**src/rtl/instr_encoder_loader_if.sv**
```systemverilog
// ============================================================================
// Module  : instr_encoder_loader_if
// Brief   : Symbolic-instruction input, memory-write and session-control bundle
//           for instr_encoder_loader.
// Rev     : 1.0  initial release
// ============================================================================
`default_nettype none

interface instr_encoder_loader_if #(
    parameter int ADDR_W = 32
);
    logic              start;
    logic [ADDR_W-1:0] base_addr;
    logic              in_valid;
    logic              in_ready;
    logic [3:0]        in_kind;
    logic [4:0]        in_rs;
    logic [4:0]        in_rt;
    logic [4:0]        in_rd;
    logic [15:0]       in_imm;
    logic [25:0]       in_target;
    logic              in_last;
    logic              mem_we;
    logic [ADDR_W-1:0] mem_addr;
    logic [31:0]       mem_wdata;
    logic              mem_ready;
    logic              busy;
    logic              done;
    logic              err;
    logic [15:0]       count;

    modport master (
        output start, base_addr, in_valid, in_kind, in_rs, in_rt, in_rd,
               in_imm, in_target, in_last, mem_ready,
        input  in_ready, mem_we, mem_addr, mem_wdata, busy, done, err, count
    );

    modport slave (
        input  start, base_addr, in_valid, in_kind, in_rs, in_rt, in_rd,
               in_imm, in_target, in_last, mem_ready,
        output in_ready, mem_we, mem_addr, mem_wdata, busy, done, err, count
    );
endinterface

`default_nettype wire

```
**src/rtl/instr_encoder_loader.sv**
```systemverilog
// ============================================================================
// Module  : instr_encoder_loader
// Brief   : Encodes symbolic instructions, queues them and writes them into
//           instruction memory at consecutive word addresses.
// Rev     : 1.0  initial release
// ============================================================================
`default_nettype none

module instr_encoder_loader #(
    parameter int ADDR_W = 32,
    parameter int DEPTH  = 4
) (
    input  wire logic              clk,
    input  wire logic              rst_n,
    instr_encoder_loader_if.slave  bus
);
    localparam int PTR_W = $clog2(DEPTH);
    localparam logic [PTR_W:0] C_FULL = (PTR_W+1)'(DEPTH);

    localparam logic [1:0] S_IDLE  = 2'd0;
    localparam logic [1:0] S_LOAD  = 2'd1;
    localparam logic [1:0] S_DRAIN = 2'd2;
    localparam logic [1:0] S_DONE  = 2'd3;

    logic [1:0]        r_state;
    logic [1:0]        w_next;
    logic [31:0]       r_fifo [DEPTH];
    logic [PTR_W-1:0]  r_wptr;
    logic [PTR_W-1:0]  r_rptr;
    logic [PTR_W:0]    r_occ;
    logic [ADDR_W-1:0] r_addr;
    logic [15:0]       r_count;
    logic              r_err;

    logic        w_full, w_empty, w_accept, w_push, w_pop, w_start_ok;
    logic        w_legal, w_in_ready, w_busy, w_done;
    logic [31:0] w_word;

    assign w_full     = (r_occ == C_FULL);
    assign w_empty    = (r_occ == '0);
    assign w_accept   = bus.in_valid && w_in_ready;
    assign w_push     = w_accept && w_legal;
    assign w_pop      = !w_empty && bus.mem_ready;
    assign w_start_ok = (r_state == S_IDLE) && bus.start;

    // Same opcode/func map the control decoder uses; unused fields stay zero.
    always_comb begin
        w_word  = '0;
        w_legal = 1'b1;
        case (bus.in_kind)
            4'd0:    w_word = {6'd0, bus.in_rs, bus.in_rt, bus.in_rd, 5'd0, 6'b000001};
            4'd1:    w_word = {6'd0, bus.in_rs, bus.in_rt, bus.in_rd, 5'd0, 6'b000010};
            4'd2:    w_word = {6'd0, bus.in_rs, bus.in_rt, bus.in_rd, 5'd0, 6'b000100};
            4'd3:    w_word = {6'd0, bus.in_rs, bus.in_rt, bus.in_rd, 5'd0, 6'b001000};
            4'd4:    w_word = {6'd0, bus.in_rs, bus.in_rt, bus.in_rd, 5'd0, 6'b010000};
            4'd5:    w_word = {6'b000001, bus.in_rs, bus.in_rt, bus.in_imm};
            4'd6:    w_word = {6'b000010, bus.in_rs, bus.in_rt, bus.in_imm};
            4'd7:    w_word = {6'b000011, bus.in_rs, bus.in_rt, bus.in_imm};
            4'd8:    w_word = {6'b000100, bus.in_rs, bus.in_rt, bus.in_imm};
            4'd9:    w_word = {6'b000101, bus.in_rs, bus.in_rt, bus.in_imm};
            4'd10:   w_word = {6'b000110, bus.in_target};
            4'd11:   w_word = {6'b000111, bus.in_rs, 21'd0};
            4'd12:   w_word = {6'b001000, bus.in_target};
            default: w_legal = 1'b0;
        endcase
    end

    always_ff @(posedge clk or negedge rst_n) begin
        if (!rst_n) r_state <= S_IDLE;
        else        r_state <= w_next;
    end

    always_comb begin
        w_next = r_state;
        case (r_state)
            S_IDLE:  if (bus.start) w_next = S_LOAD;
            S_LOAD:  if (w_accept && bus.in_last) w_next = S_DRAIN;
            S_DRAIN: if (w_empty) w_next = S_DONE;
            S_DONE:  w_next = S_IDLE;
            default: w_next = S_IDLE;
        endcase
    end

    // No bypass: a full FIFO refuses input even in a cycle where it pops.
    always_comb begin
        w_in_ready = (r_state == S_LOAD) && !w_full;
        w_busy     = (r_state != S_IDLE);
        w_done     = (r_state == S_DONE);
    end

    always_ff @(posedge clk or negedge rst_n) begin
        if (!rst_n) begin
            r_wptr  <= '0;
            r_rptr  <= '0;
            r_occ   <= '0;
            r_addr  <= '0;
            r_count <= '0;
            r_err   <= 1'b0;
            for (int i = 0; i < DEPTH; i++) r_fifo[i] <= '0;
        end else begin
            if (w_push) begin
                r_fifo[r_wptr] <= w_word;
                r_wptr         <= r_wptr + PTR_W'(1);
            end
            if (w_pop) r_rptr <= r_rptr + PTR_W'(1);
            case ({w_push, w_pop})
                2'b10:   r_occ <= r_occ + 1'b1;
                2'b01:   r_occ <= r_occ - 1'b1;
                default: r_occ <= r_occ;
            endcase

            if (w_start_ok)  r_addr <= bus.base_addr;
            else if (w_pop)  r_addr <= r_addr + ADDR_W'(4);

            if (w_start_ok)                          r_count <= '0;
            else if (w_pop && r_count != 16'hFFFF)   r_count <= r_count + 16'd1;

            if (w_start_ok)                r_err <= 1'b0;
            else if (w_accept && !w_legal) r_err <= 1'b1;
        end
    end

    assign bus.in_ready  = w_in_ready;
    assign bus.busy      = w_busy;
    assign bus.done      = w_done;
    assign bus.err       = r_err;
    assign bus.count     = r_count;
    assign bus.mem_we    = !w_empty;
    assign bus.mem_addr  = r_addr;
    assign bus.mem_wdata = w_empty ? 32'd0 : r_fifo[r_rptr];

endmodule

`default_nettype wire

```
**src/flat_wrapper.sv**
```systemverilog
// flat-port wrapper written by rule: the top's interface ports become plain ports
module instr_encoder_loader_flat 
#(
    parameter int ADDR_W = 32,
    parameter int DEPTH  = 4
)
  (clk, rst_n, bus_start, bus_base_addr, bus_in_valid, bus_in_kind, bus_in_rs, bus_in_rt, bus_in_rd, bus_in_imm, bus_in_target, bus_in_last, bus_mem_ready, bus_in_ready, bus_mem_we, bus_mem_addr, bus_mem_wdata, bus_busy, bus_done, bus_err, bus_count);
  instr_encoder_loader_if #(.ADDR_W(ADDR_W)) bus_i ();
  input  wire logic clk;
  input  wire logic rst_n;
  input wire logic [$bits(bus_i.start)-1:0] bus_start;
  input wire logic [$bits(bus_i.base_addr)-1:0] bus_base_addr;
  input wire logic [$bits(bus_i.in_valid)-1:0] bus_in_valid;
  input wire logic [$bits(bus_i.in_kind)-1:0] bus_in_kind;
  input wire logic [$bits(bus_i.in_rs)-1:0] bus_in_rs;
  input wire logic [$bits(bus_i.in_rt)-1:0] bus_in_rt;
  input wire logic [$bits(bus_i.in_rd)-1:0] bus_in_rd;
  input wire logic [$bits(bus_i.in_imm)-1:0] bus_in_imm;
  input wire logic [$bits(bus_i.in_target)-1:0] bus_in_target;
  input wire logic [$bits(bus_i.in_last)-1:0] bus_in_last;
  input wire logic [$bits(bus_i.mem_ready)-1:0] bus_mem_ready;
  output wire logic [$bits(bus_i.in_ready)-1:0] bus_in_ready;
  output wire logic [$bits(bus_i.mem_we)-1:0] bus_mem_we;
  output wire logic [$bits(bus_i.mem_addr)-1:0] bus_mem_addr;
  output wire logic [$bits(bus_i.mem_wdata)-1:0] bus_mem_wdata;
  output wire logic [$bits(bus_i.busy)-1:0] bus_busy;
  output wire logic [$bits(bus_i.done)-1:0] bus_done;
  output wire logic [$bits(bus_i.err)-1:0] bus_err;
  output wire logic [$bits(bus_i.count)-1:0] bus_count;
  assign bus_i.start = bus_start;
  assign bus_i.base_addr = bus_base_addr;
  assign bus_i.in_valid = bus_in_valid;
  assign bus_i.in_kind = bus_in_kind;
  assign bus_i.in_rs = bus_in_rs;
  assign bus_i.in_rt = bus_in_rt;
  assign bus_i.in_rd = bus_in_rd;
  assign bus_i.in_imm = bus_in_imm;
  assign bus_i.in_target = bus_in_target;
  assign bus_i.in_last = bus_in_last;
  assign bus_i.mem_ready = bus_mem_ready;
  assign bus_in_ready = bus_i.in_ready;
  assign bus_mem_we = bus_i.mem_we;
  assign bus_mem_addr = bus_i.mem_addr;
  assign bus_mem_wdata = bus_i.mem_wdata;
  assign bus_busy = bus_i.busy;
  assign bus_done = bus_i.done;
  assign bus_err = bus_i.err;
  assign bus_count = bus_i.count;
  instr_encoder_loader #(.ADDR_W(ADDR_W), .DEPTH(DEPTH)) u_core (.clk(clk), .rst_n(rst_n), .bus(bus_i));
endmodule
```
**config.mk**
```make
export PLATFORM = sky130hd
export DESIGN_NAME = instr_encoder_loader_flat
export DESIGN_NICKNAME = d
export VERILOG_FILES = /design/src/rtl/instr_encoder_loader_if.sv /design/src/rtl/instr_encoder_loader.sv /design/src/flat_wrapper.sv
export SDC_FILE = /design/constraint.sdc
export NUM_CORES = 1
export LEC_CHECK = 0
export CAP_MARGIN = 20
export CORE_MARGIN = 2
export CORE_UTILIZATION = 45
export CTS_BUF_LIST = sky130_fd_sc_hd__clkbuf_8
export DETAILED_ROUTE_END_ITERATION = 10
export PLACE_DENSITY = 0.8
export SLEW_MARGIN = 40
export SYNTH_ARGS = -nofsm -noshare
export SYNTH_HDL_FRONTEND = slang
export SYNTH_SLANG_ARGS = --single-unit
```
**constraint.sdc**
```tcl
create_clock -name clk -period 6 [get_ports clk]
set_input_delay 1.2 -clock clk [delete_from_list [all_inputs] [get_ports clk]]
set_output_delay 1.2 -clock clk [all_outputs]
set_load 0.02 [all_outputs]
```
* Word level (Yosys, flattened, before mapping)
Cells that the tools add are included. Widths: inputs -> output; s select.
Cells by class: multiplexer cells 20, reduce and logical (&&, ||, !) cells 22, $mul 0, bitwise gates (word level) 2, divide/modulo/power cells 0, equality and inequality tests 22, magnitude comparators 3, add/subtract/negate cells 6, shift operators 0
Operators by type and width (number):
- $pmux 30 s13 | 1
- $mux 32 | 6
- $bwmux 128 | 1
- $bmux 32 s2 | 1
- $demux 32 s2 | 1
- $add 32x3->32 const B | 1
- $mux 16 | 2
- $eq 4x4->1 const B | 5
- $add 16x1->16 const B | 1
- $eq 4x3->1 const B | 4
- $ne 16x16->1 const B | 1
- $reduce_or 13->1 | 1
- $reduce_bool 2->1 | 5
- $logic_and 1x1->1 | 9
- $eq 4x2->1 const B | 2
- $pmux 2 s4 | 1
- $eq 2x2->1 const B | 3
- $ge 3x3->1 const B | 2
- $mux 2 | 3
- $not 2->3 | 2
- $pmux 3 s2 | 1
- $add 2x1->2 const B | 2
- $eq 2x1->1 const B | 2
- $eq 4x1->1 const B | 1
- 12 further kinds | 17
Storage, ports and cells: bits in read-only memories 0, output and inout bits 85, bits in registers 186, memories 0, bits in writable memories 0, bits in latches 0, word-level logic and storage cells 86, bits of input ports 99

* Logic depth before layout (Yosys ltp)
Gate-level depths: netlist of run 1.
word-level depth 7, mapped depth 11, depth with buffers taken out 10

* Least setup slack after synthesis of run 1
No wires, ideal clock.
path kind input -> register, start input port bus_in_kind[1], end register u_core.r_occ[2], library setup time 79 ps, cell stages on the path 11, path slack 3131 ps, data arrival time 2790 ps, data required time 5921 ps, path buffers 2, cells stage by stage buf_2 -> nor2_1 -> o2111a_1 -> buf_2 -> inv_1 -> ha_1 -> inv_1 -> fa_1 -> xor2_1 -> nor2_1 -> xor2_1
On the way: longest elaborated chain between the ends 6, elaborated cells on any way between the ends 20, classes of those cells eq/ne: 14; mux: 2; reduce/logical: 4
RTL lines:
- start, declared | line flat_wrapper.sv:14 | input wire logic [$bits(bus_i.in_kind)-1:0] bus_in_kind;
- $eq 4x1->1 (tied with other cells) | line instr_encoder_loader.sv:50 | case (bus.in_kind)
- $reduce_or 13->1 (no source line) (*)
- $mux 1 (*) | line instr_encoder_loader.sv:50
- $logic_and 1x1->1 (*) | line instr_encoder_loader.sv:42 | assign w_push = w_accept && w_legal;
- $eq 2x1->1 or $eq 2x2->1 (tied branches) | line instr_encoder_loader.sv:106 | case ({w_push, w_pop})
- $pmux 3 s2 or $reduce_bool 2->1 (tied branches)
- end signal, assigned | line instr_encoder_loader.sv:107 | 2'b10: r_occ <= r_occ + 1'b1;
- end signal, assigned | line instr_encoder_loader.sv:108 | 2'b01: r_occ <= r_occ - 1'b1;
- end signal, assigned | line instr_encoder_loader.sv:109 | default: r_occ <= r_occ;
- end, declared | line instr_encoder_loader.sv:30 | logic [PTR_W:0] r_occ;
Mark *: on every way between the ends. The rest lies on a longest branch, timed or not. A chain may end at the register's enable or synchronous reset.

* Final worst setup path of run 1
start register u_core.r_rptr[0], end output port bus_mem_wdata[1]
On the way: longest elaborated chain between the ends 5
RTL lines:
- start, declared | line instr_encoder_loader.sv:29 | logic [PTR_W-1:0] r_rptr;
- start signal, assigned | line instr_encoder_loader.sv:105 | if (w_pop) r_rptr <= r_rptr + PTR_W'(1);
- $not 2->3 (implied by the code) | line instr_encoder_loader.sv:130 | assign bus.mem_wdata = w_empty ? 32'd0 : r_fifo[r_rptr];
- $bmux 32 s2 | line instr_encoder_loader.sv:130
- $mux 32 (implied by the code) (2 in series) | line instr_encoder_loader.sv:130
- $mux 32 | line instr_encoder_loader.sv:130
- end, declared | line flat_wrapper.sv:25 | output wire logic [$bits(bus_i.mem_wdata)-1:0] bus_mem_wdata;
Every way passes these cells. The select of a mux whose other input is x is not followed.

==> key figures, run 1 <==
Final layout
  • Fin cells: 1347
  • Antenna diode count: 0
  • Fin nets: 1176
  • Fillers: 1771
  • Layout area overhead: 25.5%
  • Fraction of layout cells with a size suffix above 1: 8.73%

Pwr
  • Switching share of total power: 39.6%
  • Pwr per Cell Area: 455 nW/µm²
  • Sequential share of power: 40.3%
  • Psw: 2.06 mW
  • Leak: 4.77 nW
  • Worst VDD drop: 0.241 mV
  • Logic pwr share: 44.1%
  • Internal: 3.14 mW
  • Clock power share: 15.6%

Detailed routing
  • Via count: 7544
  • Iter 0 DRT Violations: 537
  • DR vias/cell: 5.60
  • Final wirelength: 23500 µm
  • Residual DRC: 0
  • Post-DRT Antenna Nets: 0
  • DR WL/cell: 17.5 µm
  • Drt first pass iters: 5

Critical path
  • Setup CP Type: register to output pin
  • CP max stage delay: 0.88 ns
  • CP endpoint kind: output pin
  • R2R depth: 9
  • CP Launch Type: register
  • Top Family by Delay on Critical Path: flip-flops
  • Critical path's slowest cell: dfrtp_4
  • R2R Setup Slk: 3.50 ns
  • WP buf/inv: 1
  • R2r endpoint: u_core.r_occ[2]
  • CP max FO: 32
  • Worst reg2reg path startpoint: u_core.r_occ[0]
  • Crit path DAT: 2.71 ns
  • WP data required: 4.80 ns
  • Crit-path cells: mux4_2 > and2_1 > clkdlybuf4s50_1

Synth
  • Yosys warnings: 0
  • Most used DFF post-synth: dfrtp_1
  • FF+latch count, synth: 178
  • Post-synth ARST share: 100%
  • Syn Inst Count: 921
  • Post-synthesis mux area share: 8.70%
  • Largest family of logic cells by synthesized area: simple AND/OR/NAND/NOR gates
  • Post-Synth XOR/XNOR Area: 4.03%
  • Register area share after synthesis: 48.8%
  • Post-Syn Area per Cell: 9.91 µm²
  • Post-synthesis adder-cell area fraction: 1.86%
  • Simple-gate share of the synthesized area: 17.6%
  • Number of synthesized flops with an enable pin: 0
  • Cell Area, Synth: 9130 µm²
  • Post-synthesis cell type count: 66
  • Post-synthesis compound-gate area fraction: 14.9%

STA
  • Post-layout min period: 3.91 ns
  • Unrepaired setup endpoints after global routing: false
  • Final setup TNS: 0 ns
  • Setup WS post-layout: 2.09 ns
  • # setup viols final: 0
  • Relative slew slack: 51.9%
  • Slew Limit Fails: 0
  • Fin. Hold Viols: 0
  • Clock Skews: 0.0173 ns
  • Tcrit/Tclk final: 65.2%
  • Fmax: 256 MHz
  • Tightest Pin Transition: 0.719 ns

Worst hold path
  • Hold Path End: u_core.r_rptr[1]
  • Hold crit path type: register to register
  • Hold Crit Depth: 1
  • Hold_sp: u_core.r_rptr[1]

Outcome
  • Status: finished clean

Clock tree
  • Worst-path clk slew: 0.10 ns
  • Cts hold-fix bufs: 0
  • Clock root cell: clkbuf_8
  • CTS H-tree depth: 4
  • Max clock buf depth: 2
  • Clock Sinks: 178
  • CTS Buf Count: 17
  • Post-CTS Resized: 0
  • TritonCTS clock tree: done
  • Setup bufs post-CTS: 0
  • Worst-Skew Late Latency: 0.48 ns

Floorplanning
  • Initial core utilization: 45.5%
  • Core area: 20000 µm²
  • Row cnt: 52
  • Die W: 146 µm
  • Die Y: 146 µm
  • Die area: 21400 µm²
  • I/O pin count: 184

Placement
  • Global placer's final weighted congestion: 0.823
  • Placed cell count: 1315
  • IO buf count: 181
  • Detailed Place HPWL: 16000 µm
  • Placement Setup Slack: 1.96 ns

Global route
  • GRT overflow: 0
  • Vias in the first global route: 7494
  • Initial antenna violation count: 0
  • Largest net degree at the start of global routing: 90
  • GRT Total Usage: 22.4%
  • First-pass GRT wire length: 38700 µm

Run
  • Max-cap violations: 0
synth_stat cells, drive strengths merged (17+ instances only):
master	count	area share, %
o21ai	155	8.5
mux4	30	7.4
nor2	33	1.4
clkbuf	35	1.4
nand4	18	1.3
and2	37	2.5
nand3	17	1.1
nand2	179	7.4
a22oi	26	2.1
dfrtp	178	49
buf	30	2.0
xor2	27	2.6
cells in the final DEF, fill, tap and decap left out, types with 4 or more instances in the layout:
cell type / Yosys / routed
nand2_4: 0 / 4
o21ai_0: 154 / 154
nand4_1: 17 / 17
a222oi_1: 5 / 5
xnor2_1: 15 / 15
nor3_1: 9 / 9
inv_6: 0 / 5
ha_1: 12 / 12
nand3_1: 15 / 15
nor2b_1: 9 / 9
mux2_2: 7 / 7
mux4_2: 30 / 30
buf_4: 10 / 7
and4_1: 6 / 6
o22ai_1: 5 / 5
a21oi_1: 13 / 13
nand2_1: 178 / 175
inv_8: 0 / 4
clkbuf_8: 0 / 18
xor2_1: 27 / 27
dfrtp_1: 178 / 177
nor2_1: 32 / 32
a22oi_1: 26 / 26
clkdlybuf4s50_1: 0 / 180
mux2i_1: 4 / 4
and2_1: 37 / 36
a31oi_1: 5 / 5
and3_1: 5 / 5
inv_1: 14 / 14
a221oi_1: 5 / 5
flip-flops by register name (all words and copies together), names as in the netlist:
name and flops:
u_core.r_state 2, u_core.bus.mem_addr 32, u_core.r_occ 3, u_core.r_wptr 2, u_core.r_fifo 120, u_core.bus.count 16, u_core.r_rptr 2, u_core.bus.err 1
power groups by stage:
stage | Clock [mW] | Combinational (mW) | Sequential, mW
3_5_place_dp | 0 | 2.31 | 2.11
5_1_grt | 0.880 | 2.51 | 2.17
6_report | 0.814 | 2.29 | 2.10
2_1_floorplan | 0 | 1.34 | 2.09
3_3_place_gp | 0 | 2.24 | 2.09
4_1_cts | 0.831 | 2.32 | 2.10
how the worst max path moves through the flow:
stage,start,to,cells after the start
after global placement,bus_in_kind[2],u_core.r_fifo[1],5
final,u_core.r_rptr[0],bus_mem_wdata[1],3
after global routing,u_core.r_rptr[0],bus_mem_wdata[1],3
after CTS,u_core.r_rptr[0],bus_mem_wdata[1],3
after floorplan,bus_in_kind[1],u_core.r_occ[2],11
after detailed placement,bus_in_kind[2],u_core.r_occ[2],10
logic make-up (layout without fill, tap and decap cells):
logic type	Yosys count	after routing
and+or+nand+nor	334	334
AOI/OAI and AO/OA	232	232
DFF	178	178
other	1	2
adders and majority gates	13	13
xor gates and xnor gates	42	42
buffers and inverters	80	235
muxes	41	41
through the flow:
stage / utilization, % / area, µm² / hold WS [ns] / power (mW)
after floorplan: - / 9130 / 0.445 / 3.44
after global placement: 55.1 / 11000 / 0.456 / 4.32
after detailed placement: 55.2 / 11100 / 0.466 / 4.42
after CTS: 57.1 / 11400 / 0.483 / 5.25
after global routing: 57.1 / 11500 / 0.493 / 5.55
final: 57.1 / 11500 / 0.475 / 5.21
per-layer routing:
layer  wire (µm)  part of all wire, %  global-route usage, %  up-vias
met5           0                    0                      0        -
met4         318                  1.4                   5.87        0
met3        2070                  8.8                   5.97       27
met2       11400                   49                   37.4      293
met1        9720                   41                   29.3     3694
li1            -                    -                      -     3530
worst register-to-register path, delay by kind of cell (launching register included):
family / cells / cell delay (ns)
AO/OA/AOI/OAI: 1 / 0.34
AND/OR/NAND/NOR: 2 / 0.55
XOR/XNOR: 2 / 0.32
flip-flops: 1 / 0.45
buffers and inverters: 2 / 0.20
adder cells (fa/ha/maj): 2 / 0.56
final cells by class:
cell class	count	area [µm²]	share of cell area, %
sequential	178	4460	38.9
multi-input combinational	664	4340	37.9
timing repair buffer	188	1870	16.3
tap	270	338	2.95
clock buffer	17	234	2.04
clock inverter	15	159	1.39
inverter	15	56.3	0.492
Power figures use the tool's default switching activity.
==> run 2: changes to the inputs <==
Settings changed: PLACE_DENSITY 0.8 to 0.83.
Clock period 6 ns to 3.3 ns, I/O delays scaled along.
==> key figures, run 2 (synthesis gave the netlist of run 1 again) <==
Outcome
  • Status: finished clean

STA
  • Fmax: 320 MHz
  • Relative slew slack: 58.7% (+6.7 points)
  • # setup viols final: 0 (unchanged)
  • Clock Skews: 0.0159 ns (-0.00138 ns)
  • Unrepaired setup endpoints after global routing: false
  • Post-layout min period: 3.12 ns
  • Fin. Hold Viols: 0 (unchanged)
  • Final setup TNS: 0 ns (unchanged)
  • Tcrit/Tclk final: 94.6%
  • Tightest Pin Transition: 0.620 ns (-0.0989 ns)
  • Worst hold slack: 0.0657 ns (-0.410 ns)
  • Slew Limit Fails: 0 (unchanged)

Critical path
  • CP Launch Type: register
  • CP max FO: 22 (-31%)
  • CP endpoint kind: output pin
  • Crit path DAT: 2.46 ns (-0.25 ns)
  • Setup CP Type: register to output pin
  • Worst setup startpoint: u_core.r_occ[1]
  • WP data required: 2.64 ns (-2.16 ns)
  • Worst reg2reg path startpoint: u_core.r_occ[1]

Pwr
  • Worst VDD drop: 0.421 mV (+75%)
  • Pwr per Cell Area: 827 nW/µm² (+82%)
  • Leak: 4.83 nW (+1.1%)

Placement
  • Detailed Place HPWL: 17300 µm (+7.6%)
  • IO buf count: 181 (unchanged)
  • Global placer's final weighted congestion: 0.875 (+6.3%)

Final layout
  • Commonest non-fill, non-tap cell in the layout: clkdlybuf4s50_1
  • Layout area overhead: 27.3%
  • Antenna diode count: 0 (unchanged)
  • Top reg by flops: u_core.r_fifo
  • Fin nets: 1192 (+1.4%)
  • Max reg flops: 120 (unchanged)
  • Most frequent cells in the layout: clkdlybuf4s50_1, dfrtp_1, nand2_1
  • Fraction of layout cells with a size suffix above 1: 9.89% (+1.2 points)

Detailed routing
  • Iter 0 DRT Violations: 485 (-9.7%)
  • DR vias/cell: 5.59 (-0.20%)
  • Drt first pass iters: 5 (unchanged)
  • Final wirelength: 24200 µm (+2.7%)
  • Post-DRT Antenna Nets: 0 (unchanged)
  • Via count: 7613 (+0.91%)
  • Residual DRC: 0 (unchanged)
  • DR WL/cell: 17.8 µm (+1.6%)

Floorplanning
  • Die area: 21400 µm² (unchanged)
  • I/O pin count: 184 (unchanged)
  • Row cnt: 52 (unchanged)
  • Core area: 20000 µm² (unchanged)
  • Die Y: 146 µm (unchanged)
  • Die W: 146 µm (unchanged)
  • Initial core utilization: 45.5% (unchanged)

Clock tree
  • Clock root cell: clkbuf_8
  • Max clock buf depth: 2 (unchanged)
  • Post-CTS Resized: 0 (unchanged)
  • TritonCTS clock tree: done
  • Setup bufs post-CTS: 0 (unchanged)
  • Worst-Skew Late Latency: 0.46 ns (-0.02 ns)
  • Clock Sinks: 178 (unchanged)
  • Cts hold-fix bufs: 0 (unchanged)
  • CTS Buf Count: 17 (unchanged)
  • CTS H-tree depth: 4 (unchanged)
  • Worst-path clk slew: 0.09 ns (about the same)

Global route
  • GRT overflow: 0 (unchanged)
  • First-pass GRT wire length: 39200 µm (+1.2%)
  • Vias in the first global route: 7587 (+1.2%)
  • GRT Total Usage: 22.9% (+0.50 points)
  • Largest net degree at the start of global routing: 108 (+20%)
  • Initial antenna violation count: 0 (unchanged)

Worst hold path
  • Hold crit path type: input pin to async pin

Run
  • Max-cap violations: 0 (unchanged)
[run 2: cell count changes in the layout (fill, tap and decap cells not counted), sizes merged]
| cell | before | now |
|---|---|---|
| inv | 24 | 19 |
| bufinv | 0 | 2 |
| clkinv | 5 | 1 |
| clkbuf | 18 | 20 |
| clkinvlp | 1 | 4 |
| buf | 7 | 24 |
[run 2: report_power, final]
part           internal (mW)  total (mW)  switching (mW)  leakage, nW
clock                  0.735        1.54           0.800        0.197
sequential              3.05        3.70           0.655         2.31
combinational           2.18        4.38            2.20         2.32
[run 2: worst paths after layout]
path	to	slack [ns]	cells past startpoint
max reg2reg	u_core.r_occ[2]	0.93	9
max	bus_mem_wdata[5]	0.18	4
max in group asynchronous	u_core.r_fifo[8]	2.38	2
min reg2reg	u_core.r_fifo[25]	0.48	2
min in group clk	u_core.r_fifo[25]	0.48	2
min	u_core.r_fifo[114]	0.07	1
[run 2: worst max-delay path, stage by stage (launching register included)]
cell and delay (ns):
dfrtp_1 0.42, or3_1 0.63, buf_12 0.26, and2_1 0.16, clkdlybuf4s50_1 0.54
[run 2: metrics by stage]
stage          util (%)  setup slack [ns]  cell area (µm²)  power (mW)  instances
6_report           58.0             0.179            11600        9.62       1362
5_1_grt            58.0            0.0883            11600        10.2       1362
4_1_cts            58.0             0.139            11600        9.69       1362
3_5_place_dp       56.0             0.269            11200        8.14       1331
3_3_place_gp       56.0             0.331            11200        7.96       1331
2_1_floorplan         -             0.971             9130        6.25        922
[run 2: layer usage]
layer  routed length, µm  GRT usage (%)  up-vias
met3                1970           6.25       39
met2               11800           38.5      337
met5                   0              0        -
li1                    -              -     3560
met1                9890           28.8     3677
met4                 555           7.82        0
[run 2: area by class of cell]
type | instances | area, µm²
Multi-Input combinational cell | 664 | 4320
Inverter | 15 | 56.3
Fill cell | 1719 | 8420
Tap cell | 270 | 338
Clock inverter | 11 | 128
Clock buffer | 20 | 275
Sequential cell | 178 | 4460
Timing Repair Buffer | 204 | 2050
==> run 3: changes to the inputs <==
Settings changed: CORE_ASPECT_RATIO set to 1.75, CORE_UTILIZATION 45 to 29, PLACE_DENSITY 0.83 to 0.61.
==> key figures, run 3 (synthesis gave the netlist of run 1 again) <==
Pwr
  • Power, Total: 9.71 mW (+0.94%)
  • Worst VDD drop: 0.368 mV (-13%)
  • Leak: 4.90 nW (+1.5%)
  • Pwr per Cell Area: 816 nW/µm² (-1.3%)

Critical path
  • WP data required: 2.64 ns (about the same)
  • Setup CP Type: register to output pin
  • Critical path's slowest cell: mux4_2
  • R2R Setup Slk: 1.10 ns (+0.17 ns)
  • Crit-path cells: buf_12 > mux4_2 > and2_1 > clkdlybuf4s50_1
  • CP max stage delay: 0.56 ns (-0.07 ns)
  • Crit path DAT: 2.54 ns (+0.08 ns)
  • CP endpoint kind: output pin
  • CP Launch Type: register
  • CP max FO: 13 (-41%)

Floorplanning
  • Core area: 31200 µm² (+56%)
  • Die W: 138 µm (-5.7%)
  • Die Y: 239 µm (+63%)
  • I/O pin count: 184 (unchanged)
  • Die area: 33000 µm² (+54%)
  • Initial core utilization: 29.3% (-16 points)
  • Row cnt: 86 (+65%)

Clock tree
  • Worst-Skew Late Latency: 0.50 ns (+0.04 ns)
  • Clock Sinks: 178 (unchanged)
  • CTS H-tree depth: 4 (unchanged)
  • Setup bufs post-CTS: 0 (unchanged)
  • Worst-path clk slew: 0.09 ns (about the same)
  • Cts hold-fix bufs: 0 (unchanged)
  • Max clock buf depth: 2 (unchanged)
  • TritonCTS clock tree: done
  • Clock root cell: clkbuf_8
  • Post-CTS Resized: 0 (unchanged)
  • CTS Buf Count: 17 (unchanged)

Placement
  • Detailed Place HPWL: 19500 µm (+13%)
  • Global placer's final weighted congestion: 0.823 (-5.9%)
  • IO buf count: 181 (unchanged)
  • Placement Setup Slack: 0.369 ns (+0.100 ns)

Final layout
  • Max reg flops: 120 (unchanged)
  • Layout area overhead: 30.3%
  • Most frequent cells in the layout: clkdlybuf4s50_1, dfrtp_1, nand2_1
  • Fraction of layout cells with a size suffix above 1: 11.0% (+1.1 points)
  • Commonest non-fill, non-tap cell in the layout: clkdlybuf4s50_1
  • Fin nets: 1202 (+0.84%)
  • Top reg by flops: u_core.r_fifo

Global route
  • Initial antenna violation count: 10 (+10)
  • Vias in the first global route: 7610 (+0.30%)
  • First-pass GRT wire length: 42000 µm (+7.2%)
  • GRT overflow: 0 (unchanged)
  • Largest net degree at the start of global routing: 69 (-36%)
  • GRT Total Usage: 16.3% (-6.7 points)

Detailed routing
  • DR vias/cell: 4.95 (-11%)
  • Met2 WL: 13700 µm (+17%)
  • Residual DRC: 0 (unchanged)
  • Iter 0 DRT Violations: 307 (-37%)
  • Via count: 7441 (-2.3%)
  • Final wirelength: 26400 µm (+9.2%)
  • DR WL/cell: 17.6 µm (-0.98%)
  • Post-DRT Antenna Nets: 0 (unchanged)
  • Routed met3 length: 1590 µm (-19%)
  • Max Used Layer: met5
  • Metal-1 WL: 10200 µm (+2.8%)
  • Drt first pass iters: 5 (unchanged)

STA
  • # setup viols final: 0 (unchanged)
  • Tcrit/Tclk final: 97.0% (+2.5 points)
  • Clock Skews: 0.0153 ns (-0.000578 ns)
  • Fmax: 312 MHz (-2.5%)
  • Worst hold slack: 0.136 ns (+0.0698 ns)
  • Slew Limit Fails: 0 (unchanged)
  • Setup WS post-layout: 0.0976 ns (-0.0812 ns)
  • Fin. Hold Viols: 0 (unchanged)
  • Post-layout min period: 3.20 ns (+0.0812 ns)
  • Relative slew slack: 55.7% (-3.0 points)
  • Final setup TNS: 0 ns (unchanged)
  • Tightest Pin Transition: 0.665 ns (+0.0450 ns)

Outcome
  • Status: finished clean

Worst hold path
  • Hold crit path type: input pin to async pin

Run
  • Max-cap violations: 0 (unchanged)
-- run 3: cell type report --
type / instances / area, µm²
Fill cell: 3151 / 19300
Sequential cell: 178 / 4460
Clock inverter: 13 / 136
Antenna cell: 3 / 7.51
Timing Repair Buffer: 214 / 2150
Tap cell: 396 / 495
Multi-Input combinational cell: 664 / 4330
Clock buffer: 19 / 262
Inverter: 15 / 56.3
-- run 3: layer usage --
metal	vias up	global-route usage [%]
met1	3590	17.8
met3	52	4.77
met2	192	29.0
met5	-	0
li1	3595	-
met4	12	7.45
-- run 3: final timing paths --
kind | startpoint | to | depth (start not counted)
setup reg to reg | u_core.r_occ[0] | u_core.r_fifo[110] | 6
hold / removal | rst_n | u_core.r_fifo[115] | 1
setup / recovery | u_core.r_rptr[0] | bus_mem_wdata[25] | 4
max in group asynchronous | rst_n | u_core.r_fifo[73] | 2
min in group clk | u_core.r_fifo[82] | u_core.r_fifo[82] | 2
hold reg to reg | u_core.r_fifo[82] | u_core.r_fifo[82] | 2
-- run 3: stage by stage --
step / util, % / std cells / instance area (µm²)
global route: 38.1 / 1501 / 11900
detailed placement: 36.7 / 1466 / 11500
floorplan: - / 922 / 9130
global placement: 36.7 / 1466 / 11500
CTS: 38.0 / 1498 / 11900
finish: 38.1 / 1502 / 11900
-- run 3: where the power goes --
part	internal (mW)	leakage (nW)	switching [mW]
Sequential	3.05	2.31	0.688
Clock	0.664	0.205	0.879
Combinational	2.25	2.38	2.18
-- run 3: worst max-delay path, delay by kind of cell (launching register included) --
family,cells,cell delay [ns]
buffers and inverters,2,0.75
flip-flops,1,0.55
multiplexers,1,0.56
AND/OR/NAND/NOR,1,0.18
